### src/rtl/sonic_vc_tx_width_down.sv
// sonic_vc_tx_width_down
// ----------------------
// Splits a 128-bit Avalon-ST packet stream into a 64-bit stream. Each 128-bit
// beat is emitted as two 64-bit words, upper half first. The exception is an
// EOP beat whose second half is entirely unused (empty >= 2). That beat needs
// only one output word.
//
// The block holds a single 128-bit beat. All source-side outputs come straight
// from that holding register and the state, so no combinational path runs from
// the sink inputs to the source outputs. A new sink beat is accepted on the same
// cycle the last word of the held beat leaves. This sustains one sink beat per
// two cycles with no bubble.
//
// Ports
//   clock, reset                  : clock and synchronous active-high reset
//   avalonst_sink_*               : 128-bit input stream (ready latency 0)
//   avalonst_source_*             : 64-bit output stream (ready latency 0)
//   pkt_count                     : number of packets emitted (EOP transfers)
//
// Configuration
//   SONIC_VC_TX_PKT_CNT_EN : when defined, pkt_count is a wrapping 32-bit
//                            counter of emitted EOP words. Otherwise it is
//                            tied to 0 and no counter exists.

module sonic_vc_tx_width_down (
    input  logic         clock,
    input  logic         reset,
    input  logic [127:0] avalonst_sink_data,
    input  logic [1:0]   avalonst_sink_empty,
    input  logic         avalonst_sink_startofpacket,
    input  logic         avalonst_sink_endofpacket,
    input  logic         avalonst_sink_error,
    input  logic         avalonst_sink_valid,
    output logic         avalonst_sink_ready,
    output logic [63:0]  avalonst_source_data,
    output logic         avalonst_source_empty,
    output logic         avalonst_source_startofpacket,
    output logic         avalonst_source_endofpacket,
    output logic         avalonst_source_error,
    output logic         avalonst_source_valid,
    input  logic         avalonst_source_ready,
    output logic [31:0]  pkt_count
);

    typedef enum logic [1:0] {
        EMPTY = 2'd0,
        HI    = 2'd1,
        LO    = 2'd2
    } state_t;

    state_t       state;
    state_t       state_next;

    logic [127:0] held_data;
    logic [1:0]   held_empty;
    logic         held_sop;
    logic         held_eop;
    logic         held_error;

    logic         single_out;
    logic         sink_xfer;
    logic         source_xfer;

    // An EOP beat with two or three unused words has nothing in its lower half.
    assign single_out  = held_eop && held_empty[1];

    assign sink_xfer   = avalonst_sink_valid && avalonst_sink_ready;
    assign source_xfer = avalonst_source_valid && avalonst_source_ready;

    // State register.
    always_ff @(posedge clock) begin
        if (reset) begin
            state <= EMPTY;
        end else begin
            state <= state_next;
        end
    end

    // Holding register. It reloads only when the previous beat is fully
    // drained, because sink_ready is never high while a word is still pending.
    always_ff @(posedge clock) begin
        if (reset) begin
            held_data  <= '0;
            held_empty <= '0;
            held_sop   <= 1'b0;
            held_eop   <= 1'b0;
            held_error <= 1'b0;
        end else if (sink_xfer) begin
            held_data  <= avalonst_sink_data;
            held_empty <= avalonst_sink_empty;
            held_sop   <= avalonst_sink_startofpacket;
            held_eop   <= avalonst_sink_endofpacket;
            held_error <= avalonst_sink_error;
        end
    end

    // Next-state and output decode. sink_ready looks at source_ready only when
    // the current word is the last one of the held beat. In that case the new
    // beat replaces the held beat on the same edge the last word leaves.
    always_comb begin
        state_next                    = state;
        avalonst_sink_ready           = 1'b0;
        avalonst_source_valid         = 1'b0;
        avalonst_source_data          = '0;
        avalonst_source_startofpacket = 1'b0;
        avalonst_source_endofpacket   = 1'b0;
        avalonst_source_empty         = 1'b0;

        unique case (state)
            EMPTY: begin
                avalonst_sink_ready = 1'b1;
                if (sink_xfer) begin
                    state_next = HI;
                end
            end
            HI: begin
                avalonst_source_valid         = 1'b1;
                avalonst_source_data          = held_data[127:64];
                avalonst_source_startofpacket = held_sop;
                avalonst_source_endofpacket   = single_out;
                avalonst_source_empty         = single_out && held_empty[0];
                avalonst_sink_ready           = single_out && avalonst_source_ready;
                if (source_xfer) begin
                    if (!single_out) begin
                        state_next = LO;
                    end else if (sink_xfer) begin
                        state_next = HI;
                    end else begin
                        state_next = EMPTY;
                    end
                end
            end
            LO: begin
                avalonst_source_valid         = 1'b1;
                avalonst_source_data          = held_data[63:0];
                avalonst_source_startofpacket = 1'b0;
                avalonst_source_endofpacket   = held_eop;
                avalonst_source_empty         = held_eop && held_empty[0];
                avalonst_sink_ready           = avalonst_source_ready;
                if (source_xfer) begin
                    state_next = sink_xfer ? HI : EMPTY;
                end
            end
            default: begin
                state_next = EMPTY;
            end
        endcase

        // Nothing is accepted while reset is asserted.
        if (reset) begin
            avalonst_sink_ready = 1'b0;
        end
    end

    // Error is reported only on the word that closes the packet.
    assign avalonst_source_error = held_error && avalonst_source_endofpacket;

`ifdef SONIC_VC_TX_PKT_CNT_EN
    logic [31:0] pkt_count_q;

    // Counts emitted packets. The counter wraps naturally at 2^32.
    always_ff @(posedge clock) begin
        if (reset) begin
            pkt_count_q <= '0;
        end else if (source_xfer && avalonst_source_endofpacket) begin
            pkt_count_q <= pkt_count_q + 32'd1;
        end
    end

    assign pkt_count = pkt_count_q;
`else
    assign pkt_count = 32'd0;
`endif

endmodule
### config.mk
export PLATFORM = sky130hd
export DESIGN_NAME = sonic_vc_tx_width_down
export DESIGN_NICKNAME = d
export VERILOG_FILES = /design/src/rtl/sonic_vc_tx_width_down.sv
export SDC_FILE = /design/constraint.sdc
export NUM_CORES = 1
export LEC_CHECK = 0
export ABC_AREA = 1
export BUFFER_PORTS_ARGS = -buffer_cell sky130_fd_sc_hd__buf_2
export CAP_MARGIN = 25
export CORE_MARGIN = 2
export CORE_UTILIZATION = 25
export DETAILED_ROUTE_END_ITERATION = 8
export GPL_TIMING_DRIVEN = 0
export PLACE_DENSITY = 0.44
export SLEW_MARGIN = 15
export SYNTH_ARGS = -nofsm -noshare
export SYNTH_HDL_FRONTEND = slang
export SYNTH_SLANG_ARGS = --single-unit
### constraint.sdc
create_clock -name clock -period 2.5 [get_ports clock]
set_clock_uncertainty 0.05 [all_clocks]
set_input_delay 0.25 -clock clock [delete_from_list [all_inputs] [get_ports clock]]
set_output_delay 0.25 -clock clock [all_outputs]
set_load 0.005 [all_outputs]
==> metrics.csv <==
metric;value;unit
status;completed;
worst_hold_path_type;primary input to register;
grt_antenna_before_repair;2;
power.leakage;5.97;nW
core;32400;um^2
dr_total_vias;8471;
cts.root.buffer_cell;clkbuf_16;
ios;239;
die_area;34100;um^2
min_period;2.38;ns
layout_common_cells;408 x inv_1, 405 x nand2_1, 219 x buf_2;
htreeDepth;4;
numClockSinks;135;
max_stage_delay;0.38;ns
layout_commonest_cell;inv_1;
cts_tree;yes;
slew_violations;0;
power.density;814;nW/um^2
layout.nets;1827;
finalHoldViolations;0;
relSlewSlack;0.311;
start_util;0.252;
rows;66;
peakVddDrop;0.000459;V
rsz0062_at_grt;true;
grt_use_met1;0.220;
grt_max_degree;17;
top_usage_layer;met2;
die_x;185;um
cts_buffers;17;
synth.distinct_cells;21;
setup_violations;0;
met2_usage;0.275;
met3_usage;0.0324;
crit_required;2.20;ns
fin_crit_sh;0.953;
path_cells;inv_1, ha_1, inv_1, clkbuf_4, buf_2, a21oi_1, buf_2;
synth-seq-cells;135;
gp_routability_congestion;0.783;
arrival;2.08;ns
crit_slowest_cell;dfxtp_1;
clk_latency;0.42;ns
port_buffers;205;
drc;0;
post-route-util;0.327;
firstDrtPassIters;5;
hpwl;20.5;mm
instances_no_fill;2142;
grt_pass1_vias;8057;
grt.total_usage;0.165;
synthToLayoutAreaGrowth;29.9;%
crit_type;register to output port;
synth_warnings;0;
tightest_slew;1.03;ns
post_drt_wl_per_cell;13.0;um
ant_nets;0;
yosysSeqAreaShare;0.331;
drt-total-wl;27.8;mm
grt_pass1_wl;43.1;mm
synth_cells;1426;
grt_remaining_overflow;0;
holdWs;0.0168;ns
vias_per_cell;3.95;
dp_cells;2104;
critPathCaptureType;output port;
clk_path_buf_depth;2;
die_h;185;um
syn_area_per_cell;5.72;um^2
syn_area;8160;um^2
drive_gt1_frac;0.191;
clk_pin_slew_worst_paths;0.06;ns
fmax;420;MHz
cap_violations;0;
drtIter0Drc;374;
startpoint_type;register;
cp_max_fo;10;
==> power by group <==
group	total, mW	internal (mW)	switching, mW
Clock	2.46	1.37	1.09
Combinational	3.42	1.11	2.31
Sequential	2.74	2.54	0.197
==> state kept, by name (all words and copies together), names as in the netlist <==
| name | count |
|---|---|
| state | 2 |
| held_eop | 1 |
| held_data | 128 |
| held_empty | 2 |
| held_sop | 1 |
| held_error | 1 |
==> routing by layer <==
metal	vias to the layer above	wire (um)
li1	4631	-
met1	3659	13700
met2	164	12800
met3	17	1180
met4	0	222
met5	-	0
==> logic make-up after synthesis <==
family / share of synthesized area
and+or+nand+nor: 0.353
AOI/OAI and AO/OA: 0.0468
adders and majority gates: 0.00613
buffers and inverters: 0.262
DFF: 0.331
other: 0.000460
==> cells in the mapped netlist <==
master     number  share of area
a21oi_1        67          0.041
nor3_1          1        0.00061
a211oi_1        1        0.00092
buf_1          29          0.013
a31oi_1         1        0.00077
and2_1          1        0.00077
buf_4          32          0.029
dfxtp_1       135           0.33
clkbuf_1       53          0.024
conb_1          1        0.00046
nor2_1        136          0.063
ha_1            4         0.0061
nand4_1       133           0.10
o2111ai_1       1         0.0011
nand3_1         2         0.0012
nand2_1       405           0.19
buf_2          10         0.0061
o21ai_0         3         0.0018
o21ai_2         1         0.0011
inv_2           2        0.00092
inv_1         408           0.19
==> final timing paths <==
check / slack, ns / start / to / depth (start not counted)
max: 0.12 / state[0] / avalonst_source_data[28] / 7
min: 0.02 / reset / state[1] / 2
max reg2reg: 0.24 / state[1] / held_data[58] / 12
min reg2reg: 0.46 / held_data[44] / held_data[44] / 4
==> critical path, delay by kind of cell, from the launching register on <==
| family | cells | cell delay [ns] |
|---|---|---|
| adder cells (fa/ha/maj) | 1 | 0.33 |
| AO/OA/AOI/OAI | 1 | 0.09 |
| flip-flops | 1 | 0.38 |
| buffers and inverters | 5 | 0.84 |
==> area by class of cell <==
class,count,area (um^2)
fillers,3739,21800
multi-input cells,788,3490
flip-flops and latches,135,2700
inverters,410,1540
repair buffers,211,1100
plain buffers,123,659
well taps,442,553
clock buffers,18,429
clock inverters,14,124
diodes,1,2.50
==> through the flow <==
| step | setup slack, ns | cell area (um^2) | total power [mW] | setup TNS [ns] |
|---|---|---|---|---|
| 2_1_floorplan | 0.615 | 8280 | 4.93 | 0 |
| 3_3_place_gp | -0.985 | 9850 | 6.02 | -95.11 |
| 3_5_place_dp | -0.611 | 9860 | 6.03 | -61.03 |
| 4_1_cts | 0.0284 | 10500 | 8.68 | 0 |
| 5_1_grt | -0.0375 | 10600 | 9.34 | -0.442 |
| 6_report | 0.118 | 10600 | 8.62 | 0 |
==> what timing repair did <==
action | 4_1_cts | 5_1_grt
hold buffers | 0 | 0
gates resized for setup | 27 | 36
pin swaps | 1 | 1
setup endpoints to repair | 198 | 123
buffers inserted | 3 | 3
No activity file was read; power rests on OpenSTA's default activity.
